$ cat src/rtl/calc_pkg.sv
// -----------------------------------------------------------------------------
// calc_pkg
// Shared types and constants for the calculator keypad sequencer.
//   - state_t   : controller states
//   - KEY_*     : keypad codes for operator / equals / clear keys
//   - DATA_W    : operand/result width of the shared add/sub unit
//   - MAX_DIGITS, MAX_VALUE : decimal entry limits
//   - pow10()   : constant helper for decimal limits
// -----------------------------------------------------------------------------
package calc_pkg;

  localparam int DATA_W     = 14;
  localparam int MAX_DIGITS = 4;

  function automatic int pow10(input int n);
    int r;
    r = 1;
    for (int i = 0; i < n; i++) r = r * 10;
    return r;
  endfunction

  localparam int MAX_VALUE = pow10(MAX_DIGITS) - 1;

  localparam logic [3:0] KEY_ADD = 4'd10;
  localparam logic [3:0] KEY_SUB = 4'd11;
  localparam logic [3:0] KEY_EQ  = 4'd12;
  localparam logic [3:0] KEY_CLR = 4'd13;

  typedef enum logic [2:0] {
    ENTER_A,
    OP,
    ENTER_B,
    CALC,
    SHOW,
    ERROR
  } state_t;

endpackage

$ cat src/rtl/calc_if.sv
// -----------------------------------------------------------------------------
// calc_if
// Bundles the keypad handshake, the arithmetic-unit connection and the display
// outputs of calc_controller.
//   slave  : controller side (consumes keys and arith_result, drives the rest)
//   master : environment side (keypad decoder, arithmetic unit, display path)
// -----------------------------------------------------------------------------
interface calc_if #(
  parameter int DATA_W = calc_pkg::DATA_W
);
  logic              key_valid;
  logic [3:0]        key_code;
  logic              key_ready;
  logic [DATA_W-1:0] arith_a;
  logic [DATA_W-1:0] arith_b;
  logic              arith_sel;
  logic [DATA_W-1:0] arith_result;
  logic [DATA_W-1:0] display_value;
  logic              display_neg;
  logic              display_err;

  modport slave (
    input  key_valid, key_code, arith_result,
    output key_ready, arith_a, arith_b, arith_sel,
           display_value, display_neg, display_err
  );

  modport master (
    output key_valid, key_code, arith_result,
    input  key_ready, arith_a, arith_b, arith_sel,
           display_value, display_neg, display_err
  );
endinterface

$ cat src/rtl/calc_digit_accum.sv
// -----------------------------------------------------------------------------
// calc_digit_accum
// One decimal operand register built up from keypad digits.
// Ports:
//   clk, rst_n    : clock, asynchronous active-low reset
//   clr           : zero the operand (highest priority)
//   load_value    : load a full value (result chaining)
//   load_digit    : start a new operand with a single digit
//   append_digit  : op <= op*10 + digit, ignored once MAX_DIGITS are present
//   digit         : digit 0-9
//   value         : value for load_value
//   op            : current operand
// -----------------------------------------------------------------------------
module calc_digit_accum #(
  parameter int DATA_W     = calc_pkg::DATA_W,
  parameter int MAX_DIGITS = calc_pkg::MAX_DIGITS
) (
  input  logic              clk,
  input  logic              rst_n,
  input  logic              clr,
  input  logic              load_value,
  input  logic              load_digit,
  input  logic              append_digit,
  input  logic [3:0]        digit,
  input  logic [DATA_W-1:0] value,
  output logic [DATA_W-1:0] op
);
  import calc_pkg::*;

  // 4 extra bits hold op*10 + 9 for any op without truncation
  localparam int                WIDE_W  = DATA_W + 4;
  localparam logic [DATA_W-1:0] LIMIT_W = DATA_W'(pow10(MAX_DIGITS - 1));
  localparam logic [WIDE_W-1:0] MAX_W   = WIDE_W'(pow10(MAX_DIGITS) - 1);

  logic [WIDE_W-1:0] append_w;
  logic              has_room;

  assign append_w = ({4'b0000, op} * WIDE_W'(10)) + {{DATA_W{1'b0}}, digit};
  assign has_room = (op < LIMIT_W) && (append_w <= MAX_W);

  always_ff @(posedge clk or negedge rst_n) begin
    if (!rst_n) begin
      op <= '0;
    end else if (clr) begin
      op <= '0;
    end else if (load_value) begin
      op <= value;
    end else if (load_digit) begin
      op <= {{(DATA_W-4){1'b0}}, digit};
    end else if (append_digit && has_room) begin
      op <= append_w[DATA_W-1:0];
    end
  end

endmodule

$ cat src/rtl/calc_controller.sv
// -----------------------------------------------------------------------------
// calc_controller
// Keypad-driven sequencer for the shared add/sub arithmetic unit. Collects
// operand A, an operator and operand B from the key stream, runs one CALC
// cycle on the arithmetic unit and presents magnitude / sign / error to the
// display path.
// Ports:
//   clk, rst_n : clock, asynchronous active-low reset
//   bus        : calc_if.slave
//                key_valid/key_code/key_ready  keypad handshake
//                arith_a/arith_b/arith_sel     operands + op to arithmetic unit
//                arith_result                  combinational unit result
//                display_value/neg/err         display outputs
// Build option:
//   CALC_CHAIN_EN - an operator pressed while a non-negative result is shown
//                   reuses that result as operand A.
// -----------------------------------------------------------------------------
module calc_controller #(
  parameter int DATA_W     = calc_pkg::DATA_W,
  parameter int MAX_DIGITS = calc_pkg::MAX_DIGITS
) (
  input  logic   clk,
  input  logic   rst_n,
  calc_if.slave  bus
);
  import calc_pkg::*;

  localparam logic [DATA_W-1:0] MAX_W = DATA_W'(pow10(MAX_DIGITS) - 1);

  state_t            state_q, state_d;
  logic [DATA_W-1:0] opa, opb;
  logic [DATA_W-1:0] result_q;
  logic              neg_q;
  logic              sel_q, sel_d;

  logic accept, is_digit, is_oper, is_eq, is_clr;
  logic a_clr, a_lv, a_ld, a_app;
  logic b_clr, b_ld, b_app;
  logic res_clr, calc_go;

  logic              add_ovf, sub_neg, calc_err;
  logic [DATA_W-1:0] calc_mag;

  function automatic logic [DATA_W-1:0] negate(input logic [DATA_W-1:0] x);
    logic signed [DATA_W-1:0] xs;
    xs = x;
    return -xs;
  endfunction

  assign accept   = bus.key_valid && bus.key_ready;
  assign is_digit = (bus.key_code <= 4'd9);
  assign is_oper  = (bus.key_code == KEY_ADD) || (bus.key_code == KEY_SUB);
  assign is_eq    = (bus.key_code == KEY_EQ);
  assign is_clr   = (bus.key_code == KEY_CLR);

  // Result evaluation, used only in the CALC cycle. An unsigned sum below
  // opA can only come from a wrap past 2^DATA_W.
  assign add_ovf  = (bus.arith_result < opa) || (bus.arith_result > MAX_W);
  assign sub_neg  = (opa < opb);
  assign calc_err = !sel_q && add_ovf;
  assign calc_mag = (sel_q && sub_neg) ? negate(bus.arith_result) : bus.arith_result;

  always_comb begin
    state_d = state_q;
    sel_d   = sel_q;
    a_clr   = 1'b0;
    a_lv    = 1'b0;
    a_ld    = 1'b0;
    a_app   = 1'b0;
    b_clr   = 1'b0;
    b_ld    = 1'b0;
    b_app   = 1'b0;
    res_clr = 1'b0;
    calc_go = 1'b0;

    if (state_q == CALC) begin
      calc_go = 1'b1;
      state_d = calc_err ? ERROR : SHOW;
    end else if (accept) begin
      if (is_clr) begin
        state_d = ENTER_A;
        a_clr   = 1'b1;
        b_clr   = 1'b1;
        res_clr = 1'b1;
      end else begin
        unique case (state_q)
          ENTER_A: begin
            if (is_digit) begin
              a_app = 1'b1;
            end else if (is_oper) begin
              sel_d   = (bus.key_code == KEY_SUB);
              state_d = OP;
            end
          end
          OP: begin
            if (is_digit) begin
              b_ld    = 1'b1;
              state_d = ENTER_B;
            end else if (is_oper) begin
              sel_d = (bus.key_code == KEY_SUB);
            end
          end
          ENTER_B: begin
            if (is_digit) begin
              b_app = 1'b1;
            end else if (is_eq) begin
              state_d = CALC;
            end
          end
          SHOW: begin
            if (is_digit) begin
              a_ld    = 1'b1;
              b_clr   = 1'b1;
              res_clr = 1'b1;
              state_d = ENTER_A;
            end
`ifdef CALC_CHAIN_EN
            else if (is_oper && !neg_q) begin
              a_lv    = 1'b1;
              b_clr   = 1'b1;
              sel_d   = (bus.key_code == KEY_SUB);
              state_d = OP;
            end
`endif
          end
          default: ;
        endcase
      end
    end
  end

  always_ff @(posedge clk or negedge rst_n) begin
    if (!rst_n) begin
      state_q  <= ENTER_A;
      sel_q    <= 1'b0;
      result_q <= '0;
      neg_q    <= 1'b0;
    end else begin
      state_q <= state_d;
      sel_q   <= sel_d;
      if (res_clr) begin
        result_q <= '0;
        neg_q    <= 1'b0;
      end else if (calc_go) begin
        result_q <= calc_err ? '0 : calc_mag;
        neg_q    <= !calc_err && sel_q && sub_neg;
      end
    end
  end

  calc_digit_accum #(.DATA_W(DATA_W), .MAX_DIGITS(MAX_DIGITS)) u_opa (
    .clk          (clk),
    .rst_n        (rst_n),
    .clr          (a_clr),
    .load_value   (a_lv),
    .load_digit   (a_ld),
    .append_digit (a_app),
    .digit        (bus.key_code),
    .value        (result_q),
    .op           (opa)
  );

  calc_digit_accum #(.DATA_W(DATA_W), .MAX_DIGITS(MAX_DIGITS)) u_opb (
    .clk          (clk),
    .rst_n        (rst_n),
    .clr          (b_clr),
    .load_value   (1'b0),
    .load_digit   (b_ld),
    .append_digit (b_app),
    .digit        (bus.key_code),
    .value        ('0),
    .op           (opb)
  );

  assign bus.key_ready = (state_q != CALC);
  assign bus.arith_a   = opa;
  assign bus.arith_b   = opb;
  assign bus.arith_sel = sel_q;

  always_comb begin
    bus.display_value = '0;
    unique case (state_q)
      ENTER_A, OP: bus.display_value = opa;
      ENTER_B:     bus.display_value = opb;
      CALC:        bus.display_value = opb;
      SHOW:        bus.display_value = result_q;
      default:     bus.display_value = '0;
    endcase
  end

  assign bus.display_neg = (state_q == SHOW) && neg_q;
  assign bus.display_err = (state_q == ERROR);

endmodule

$ cat src/flat_wrapper.sv
// flat-port wrapper written by rule: the top's interface ports become plain ports
module calc_controller_flat import calc_pkg::*;
#(
  parameter int DATA_W     = calc_pkg::DATA_W,
  parameter int MAX_DIGITS = calc_pkg::MAX_DIGITS
)
  (clk, rst_n, bus_key_valid, bus_key_code, bus_arith_result, bus_key_ready, bus_arith_a, bus_arith_b, bus_arith_sel, bus_display_value, bus_display_neg, bus_display_err);
  calc_if #(.DATA_W(DATA_W)) bus_i ();
  input  logic clk;
  input  logic rst_n;
  input wire logic [$bits(bus_i.key_valid)-1:0] bus_key_valid;
  input wire logic [$bits(bus_i.key_code)-1:0] bus_key_code;
  input wire logic [$bits(bus_i.arith_result)-1:0] bus_arith_result;
  output wire logic [$bits(bus_i.key_ready)-1:0] bus_key_ready;
  output wire logic [$bits(bus_i.arith_a)-1:0] bus_arith_a;
  output wire logic [$bits(bus_i.arith_b)-1:0] bus_arith_b;
  output wire logic [$bits(bus_i.arith_sel)-1:0] bus_arith_sel;
  output wire logic [$bits(bus_i.display_value)-1:0] bus_display_value;
  output wire logic [$bits(bus_i.display_neg)-1:0] bus_display_neg;
  output wire logic [$bits(bus_i.display_err)-1:0] bus_display_err;
  assign bus_i.key_valid = bus_key_valid;
  assign bus_i.key_code = bus_key_code;
  assign bus_i.arith_result = bus_arith_result;
  assign bus_key_ready = bus_i.key_ready;
  assign bus_arith_a = bus_i.arith_a;
  assign bus_arith_b = bus_i.arith_b;
  assign bus_arith_sel = bus_i.arith_sel;
  assign bus_display_value = bus_i.display_value;
  assign bus_display_neg = bus_i.display_neg;
  assign bus_display_err = bus_i.display_err;
  calc_controller #(.DATA_W(DATA_W), .MAX_DIGITS(MAX_DIGITS)) u_core (.clk(clk), .rst_n(rst_n), .bus(bus_i));
endmodule
$ cat config.mk
export PLATFORM = sky130hd
export DESIGN_NAME = calc_controller_flat
export DESIGN_NICKNAME = d
export VERILOG_FILES = /design/src/rtl/calc_pkg.sv /design/src/rtl/calc_if.sv /design/src/rtl/calc_digit_accum.sv /design/src/rtl/calc_controller.sv /design/src/flat_wrapper.sv
export SDC_FILE = /design/constraint.sdc
export NUM_CORES = 1
export LEC_CHECK = 0
export CAP_MARGIN = 20
export CORE_ASPECT_RATIO = 1.5
export CORE_UTILIZATION = 25
export DETAILED_ROUTE_END_ITERATION = 8
export GPL_TIMING_DRIVEN = 0
export PLACE_DENSITY = 0.5
export RECOVER_POWER = 50
export SKIP_LAST_GASP = 1
export SLEW_MARGIN = 0
export SYNTH_ARGS = -nofsm -noshare
export SYNTH_HDL_FRONTEND = slang
export SYNTH_SLANG_ARGS = --single-unit
$ cat constraint.sdc
create_clock -name clk -period 5.9 [get_ports clk]
set_clock_uncertainty 0.15 [all_clocks]
set_input_delay 1.475 -clock clk [delete_from_list [all_inputs] [get_ports clk]]
set_output_delay 1.475 -clock clk [all_outputs]
set_load 0.02 [all_outputs]
==> reports/metrics.cfg, run 1 <==
[critical_path]
end_kind=register
cp_slowest_cell=clkdlybuf4s50_1
worstPathMaxFanout=10
rr_endpoint=u_core.u_opb.op[9]
path_buf_inv=2
slowest_delay_ns=0.66
r2r-start=u_core.u_opb.op[1]
reg2reg_slack_ns=0.98
rr_worst_depth=14
cpMostUsedCell=nor3b_1
crit_chain=clkdlybuf4s50_1, ha_1, fa_1, a21oi_1, nor4bb_2, nor3b_1, nand4_1, nor3b_1, xnor2_1, a31oi_1, buf_2, nor2_2, mux2_2
cp.arrival_ns=5.51
critical-path-top-delay-family=simple AND/OR/NAND/NOR gates
crit_path_start_kind=input pin
crit_required_ns=5.94
worstSetupPathType=in2reg

[clock_tree]
cts.clk_slew.worst_paths_ns=0.07
cts_tree=built
ctsLongestPathBuffers=2
ctsResizeCount=0
clock_latency_ns=0.30
cts.sinks=47
ctsHoldBuffers=0
numCtsBuffers=5
post-cts-setup-buffers=0
cts-root-buf=clkbuf_16
htree_levels=2

[detailed_routing]
first_iter_violations=196
firstDrtPassIters=6
via_per_inst=5.088
postRouteAntennaNets=0
vias=5180
drc=0
wl_per_cell_um=17.80
postRouteWirelength_um=18120

[synth]
async_flop_share_pct=100.0
synth-main-ff-cell=dfrtp_1
synthesis.area_sq_um=5482
ys_ff_latch=47
syn_avg_cell_area_sq_um=8.169
yosysWarnings=0
synth_top_area_share_pct=21.46
synthCells=671
synth-seq-area-share_pct=21.46
synthDistinctLibCells=65
yosys.area.top_type=dfrtp_1
synthTopCellsByArea=dfrtp_1 (21%), ha_1 (18%), nand2_1 (5.7%), o21ai_0 (5.7%), xor2_1 (3.8%)
synth_edf_count=0
synth_fp_nets=777

[global_routing]
grt_pass1_wl_um=28710
grt_pass1_vias=5261
grt_max_degree=27
antenna_found_initial=0
track_usage_pct=16.67
gr-total-overflow=0

[pwr]
clock_power_share_pct=9.0
p_sw_share_pct=51.88
vdd_drop_max_mv=0.1925
p_sw_mw=1.686
p_int_mw=1.564
p_per_area_nw_per_um2=490.2
sequentialPowerShare_pct=20.9
leakage_nw=2.895
combinationalPowerShare_pct=70.1
power_mw=3.250

[floorplanning]
die_y_um=183.4
core_sq_um=21640
num_rows=66
fp.dieW_um=122.9
initial_utilization_pct=25.34
pin_count=67
dieArea_sq_um=22530

[timing]
min_period_ns=5.477
tightest_slew_ns=1.442
hold_ws_ns=0.3317
fin_crit_sh_pct=92.84
hold_violations=0
report.final.slew_viol_count=0
max_slew_margin_pct=3.860
final.setup.tns_ns=0
timing.fmax_ghz=0.1826
finalSetupViolCount=0
rsz0062_at_grt=false

[place]
routabilityCongestion=0.8121
numPortBuffers=66
dp.cells=1010
detailed_place_hpwl_um=14540

[hold_path]
hp-start=u_core.result_q[4]
holdPathStages=2
hold_end=u_core.result_q[4]
worstHoldPathType=reg2reg

[status]
status=completed

[final_layout]
layout_common_cells=nand2_1 (83), ha_1 (81), o21ai_0 (62)
area_growth_pct=20.95
post-route-util_pct=30.64
diodes=0
instances_no_fill=1018
final_common_cell=nand2_1
finalNetCount=851
nFillCells=2342
drive_above_1_share_pct=3.083

[run]
maxCapViolCount=0

## flip-flops by register name, summed over array words and instances (netlist names)
name,count
u_core.neg_q,1
u_core.state_q,3
u_core.u_opa.op,14
u_core.u_opb.op,14
u_core.result_q,14
u_core.bus.arith_sel,1
## per-layer routing
metal / GRT usage (%) / share of wire (%)
met5: 0 / 0
met1: 18.32 / 41
met2: 32.47 / 54
met3: 0.9639 / 1.8
met4: 6.341 / 3.2
## worst register-to-register path, delay by kind of cell, from the launching register on
family / cells / cell delay, ns
and+or+nand+nor: 5 / 1.92
adders and majority gates: 3 / 0.90
xor gates and xnor gates: 2 / 0.61
DFF: 1 / 0.48
muxes: 1 / 0.39
buffers and inverters: 2 / 0.29
AOI/OAI and AO/OA: 1 / 0.11
## cell type report
cell class,instances,area [sq um],area share (%)
Clock inverter,3,18.77,0.2831
Multi-Input combinational cell,565,4088,61.65
Inverter,43,161.4,2.434
Sequential cell,47,1176,17.74
Tap cell,272,340.3,5.133
Clock buffer,5,125.1,1.887
Buffer,16,62.56,0.9436
Timing Repair Buffer,67,658.1,9.926
## power by group through the flow
| stage | combinational [mW] | sequential (mW) | clock [mW] |
|---|---|---|---|
| 2_1_floorplan | 1.57 | 0.652 | 0 |
| 3_3_place_gp | 2.29 | 0.696 | 0 |
| 3_5_place_dp | 2.30 | 0.695 | 0 |
| 4_1_cts | 2.32 | 0.689 | 0.296 |
| 5_1_grt | 2.57 | 0.698 | 0.310 |
| 6_report | 2.28 | 0.681 | 0.292 |
## through the flow
stage | setup slack (ns) | cell area (sq um)
detailed placement | -0.03093 | 6497
global placement | -0.02998 | 6482
finish | 0.4226 | 6630
floorplan | 1.497 | 5482
global route | 0.1198 | 6630
CTS | 0.2476 | 6641
## cell usage after synthesis (11+ instances only)
| master | n |
|---|---|
| nand2_1 | 83 |
| ha_1 | 81 |
| xor2_1 | 24 |
| dfrtp_1 | 47 |
| xnor2_1 | 23 |
| nor2_1 | 33 |
| o21ai_0 | 62 |
| inv_1 | 43 |
| o31ai_1 | 14 |
| nand2b_1 | 11 |
| mux2i_1 | 20 |
| clkbuf_1 | 12 |
| a21o_1 | 18 |
| nor2b_1 | 16 |
| nor3_1 | 14 |
| nand4_1 | 11 |
| a21oi_1 | 32 |
## cells by family (layout without fill, tap and decap cells)
family | after synthesis | after routing | synth area share (%)
AND/OR/NAND/NOR | 229 | 229 | 21.25
buffers and inverters | 59 | 134 | 4.086
AO/OA/AOI/OAI | 182 | 182 | 21.68
flip-flops | 47 | 47 | 21.46
multiplexers | 22 | 22 | 4.063
XOR/XNOR | 47 | 47 | 7.510
adder cells (fa/ha/maj) | 85 | 85 | 19.95
## how the worst max path moves through the flow
stage	startpoint	end	cells after the start
finish	bus_key_code[1]	u_core.u_opb.op[9]	13
global route	bus_key_code[1]	u_core.u_opb.op[9]	13
CTS	bus_key_code[1]	u_core.u_opb.op[9]	13
detailed placement	bus_key_code[1]	u_core.u_opb.op[9]	13
global placement	bus_key_code[1]	u_core.u_opb.op[9]	13
floorplan	bus_key_code[1]	u_core.u_opb.op[9]	12
Power figures use the tool's default switching activity.
==> run 2, diff against run 1 <==
--- a/config.mk
+++ b/config.mk
@@ -5,7 +5,6 @@
 export SDC_FILE = /design/constraint.sdc
 export NUM_CORES = 1
 export LEC_CHECK = 0
-export CAP_MARGIN = 20
 export CORE_ASPECT_RATIO = 1.5
 export CORE_UTILIZATION = 25
 export DETAILED_ROUTE_END_ITERATION = 8
@@ -16,4 +15,5 @@
 export SLEW_MARGIN = 0
 export SYNTH_ARGS = -nofsm -noshare
 export SYNTH_HDL_FRONTEND = slang
+export SYNTH_HIERARCHICAL = 1
 export SYNTH_SLANG_ARGS = --single-unit
==> run 2 against run 1 <==
  * The flow now finishes with violations (max-capacitance violations, max-slew violations)
  * Non-clock buffer count increased by 9
  * Synthesized area increased by 14%
  * Total power increased by 19%
  * Fmax decreased by 1.3%
  * Die area increased by 14%
  * Combinational power increased by 26%
  * Clock power increased by 4%
  * Core utilization increased by 0.083 points
  * Worst hold slack improved by 0.024 ns
==> reports/metrics.cfg, run 2 <==
[detailed_routing]
firstDrtPassIters=5  ; was 6
drc=0  ; unchanged
postRouteWirelength_um=20370  ; was 18120 um
postRouteAntennaNets=0  ; unchanged
via_per_inst=5.179  ; was 5.088
vias=6028  ; was 5180
first_iter_violations=334  ; was 196
wl_per_cell_um=17.50  ; was 17.80 um

[final_layout]
seq_area_sq_um=1176  ; unchanged
area_growth_pct=20.38  ; was 20.95%
multi_input_area_sq_um=4808  ; was 4088 sq um
drive_above_1_share_pct=6.786  ; was 3.083%
nFillCells=2643  ; was 2342
diodes=0  ; unchanged
final_common_cell=ha_1  ; was nand2_1
layout_common_cells=ha_1 (81), nand2_1 (71), inv_1 (52), o21ai_0 (52), a21oi_1 (48)  ; was nand2_1 (83), ha_1 (81), o21ai_0 (62)
largestRegisters=u_core/result_q: 14 flops, u_core/u_opa/op: 14 flops, u_core/u_opb/op: 14 flops  ; was u_core.result_q: 14 flops, u_core.u_opa.op: 14 flops, u_core.u_opb.op: 14 flops
finalNetCount=945  ; was 851

[pwr]
power_mw=3.860  ; was 3.250 mW
vdd_drop_max_mv=0.1608  ; was 0.1925 mV
leakage_nw=3.240  ; was 2.895 nW
p_per_area_nw_per_um2=514.1  ; was 490.2 nW/um^2

[global_routing]
grt_pass1_wl_um=31670  ; was 28710 um
antenna_found_initial=0  ; unchanged
gr-total-overflow=0  ; unchanged
grt_max_degree=30  ; was 27
grt_pass1_vias=5891  ; was 5261
track_usage_pct=16.04  ; was 16.67%

[run]
maxCapViolCount=1  ; was 0

[floorplanning]
dieArea_sq_um=25600  ; was 22530 sq um
core_sq_um=24440  ; was 21640 sq um
pin_count=67  ; unchanged
initial_utilization_pct=25.52  ; was 25.34%
num_rows=70  ; was 66
fp.dieW_um=131.0  ; was 122.9 um
die_y_um=195.5  ; was 183.4 um

[timing]
tightest_slew_ns=1.733  ; was 1.442 ns
final.setup.tns_ns=0  ; unchanged
finalSetupViolCount=0  ; unchanged
hold_violations=0  ; unchanged
max_slew_margin_pct=-15.53  ; was 3.860%
rsz0062_at_grt=false  ; unchanged
fin_crit_sh_pct=94.02  ; was 92.84%
min_period_ns=5.547  ; was 5.477 ns
timing.fmax_ghz=0.1803  ; was 0.1826 GHz
report.final.slew_viol_count=30  ; was 0

[place]
numPortBuffers=66  ; unchanged
routabilityCongestion=0.8413  ; was 0.8121
detailed_place_hpwl_um=16290  ; was 14540 um

[synth]
synth_edf_count=0  ; unchanged
synthDistinctLibCells=75  ; was 65
async_flop_share_pct=100.0  ; unchanged
yosysMostFrequentCell=ha_1  ; was nand2_1
synthesis.area_sq_um=6237  ; was 5482 sq um
synth_top_area_share_pct=18.86  ; was 21.46%
synth-seq-area-share_pct=18.86  ; was 21.46%
yosys.area.top_type=dfrtp_1  ; unchanged
ys_ff_latch=47  ; unchanged
synthCells=750  ; was 671
yosysWarnings=6  ; was 0
synthTopCellsByArea=dfrtp_1 (19%), ha_1 (16%), mux2i_1 (4.5%), nand2_1 (4.3%), o21ai_0 (4.2%)  ; was dfrtp_1 (21%), ha_1 (18%), nand2_1 (5.7%), o21ai_0 (5.7%), xor2_1 (3.8%)
synth-main-ff-cell=dfrtp_1  ; unchanged
syn_avg_cell_area_sq_um=8.316  ; was 8.169 sq um
yosys-top-cells-count=ha_1 (81), nand2_1 (71), inv_1 (52), o21ai_0 (52), a21oi_1 (48)  ; was nand2_1 (83), ha_1 (81), o21ai_0 (62), dfrtp_1 (47), inv_1 (43)

[status]
violations=max-capacitance violations, max-slew violations
status=finished with violations  ; was completed

[clock_tree]
post-cts-setup-buffers=0  ; unchanged
cts.clk_slew.worst_paths_ns=0.07  ; about the same
ctsLongestPathBuffers=2  ; unchanged
ctsHoldBuffers=0  ; unchanged
htree_levels=2  ; unchanged
cts-root-buf=clkbuf_16  ; unchanged
numCtsBuffers=5  ; unchanged
clock_latency_ns=0.30  ; about the same
cts.sinks=47  ; unchanged
cts_tree=built  ; unchanged
ctsResizeCount=0  ; unchanged

[critical_path]
cp.arrival_ns=5.58  ; was 5.51 ns
r2r-start=u_core/u_opa/op[2]  ; was u_core.u_opb.op[1]
reg2reg_slack_ns=1.51  ; was 0.98 ns
rr_endpoint=u_core/u_opa/op[6]  ; was u_core.u_opb.op[9]
crit_path_start_kind=input pin  ; unchanged
end_kind=register  ; unchanged
worstSetupPathType=in2reg  ; unchanged
worstPathMaxFanout=10  ; unchanged
rr_worst_depth=15  ; was 14
crit_required_ns=5.93  ; was 5.94 ns

[hold_path]
hp-start=u_core/neg_q  ; was u_core.result_q[4]
holdPathStages=2  ; unchanged
hold_end=u_core/neg_q  ; was u_core.result_q[4]
worstHoldPathType=reg2reg  ; unchanged

run 2: cell types whose count changed in the layout (fill, tap and decap cells not counted), sizes merged, moves of 9 or more:
cell,delta
a2bb2oi,+19
o31ai,-13
nor2,+13
conb,+16
mux2,+9
nand2,-10
a21oi,+20
nand3,+13
xor2,-16
run 2: critical path, stage by stage:
cell           delay (ns)
dlygate4sd3_1        0.70
o21ai_0              0.58
nand3_1              0.32
nor3_1               0.41
or4b_2               0.62
a2111oi_0            0.41
o21a_1               0.20
and4bb_1             0.24
o21ai_4              0.13
nand2_4              0.14
mux2_2               0.35
run 2: layer usage:
layer / wire length (um) / global-route usage (%) / vias up
li1: - / - / 2986
met1: 8404 / 18.27 / 2877
met2: 10800 / 30.28 / 135
met3: 548 / 1.068 / 30
met4: 625 / 6.130 / 0
met5: 0 / 0 / -
run 2: stage by stage:
stage	hold slack (ns)	area [sq um]	setup WS, ns	utilization (%)	instances
final	0.3557	7508	0.3531	30.73	1164
after detailed placement	0.3468	7375	0.1459	30.18	1156
after floorplan	0.2923	6294	1.615	-	765
after global placement	0.3258	7360	0.1417	30.12	1155
after CTS	0.3627	7526	0.4318	30.80	1164
after global routing	0.3931	7508	0.1953	30.73	1164
run 2: layout make-up:
cell class	instances	area share, %
multi-input cells	641	64.04
flip-flops and latches	47	15.66
repair buffers	67	8.765
well taps	324	5.399
inverters	52	2.600
clock buffers	7	1.900
plain buffers	25	1.516
clock inverters	1	0.1166
run 2: report_power, final:
| group | switching (mW) | leakage, nW | internal (mW) |
|---|---|---|---|
| clock | 0.135 | 0.0741 | 0.170 |
| sequential | 0.248 | 0.596 | 0.423 |
| combinational | 1.66 | 2.57 | 1.23 |
| total | 2.04 | 3.24 | 1.82 |
run 2: how the worst max path moves through the flow:
stage | from | to | slack (ns) | cells after the start
floorplan | bus_key_code[1] | u_core/u_opb/op[0] | 1.61 | 10
global placement | bus_key_code[2] | u_core/u_opa/op[0] | 0.14 | 11
detailed placement | bus_key_code[2] | u_core/u_opa/op[3] | 0.15 | 11
CTS | bus_key_code[2] | u_core/u_opa/op[0] | 0.43 | 11
global route | bus_key_code[2] | u_core/u_opa/op[0] | 0.20 | 11
finish | bus_key_code[2] | u_core/u_opa/op[0] | 0.35 | 11
run 2: cells by family after synthesis:
logic type                 synth area share, %
AOI/OAI and AO/OA                        26.80
xor gates and xnor gates                 4.173
adders and majority gates                17.53
buffers and inverters                    4.955
DFF                                      18.86
muxes                                    6.479
other                                  0.06012
and+or+nand+nor                          21.14
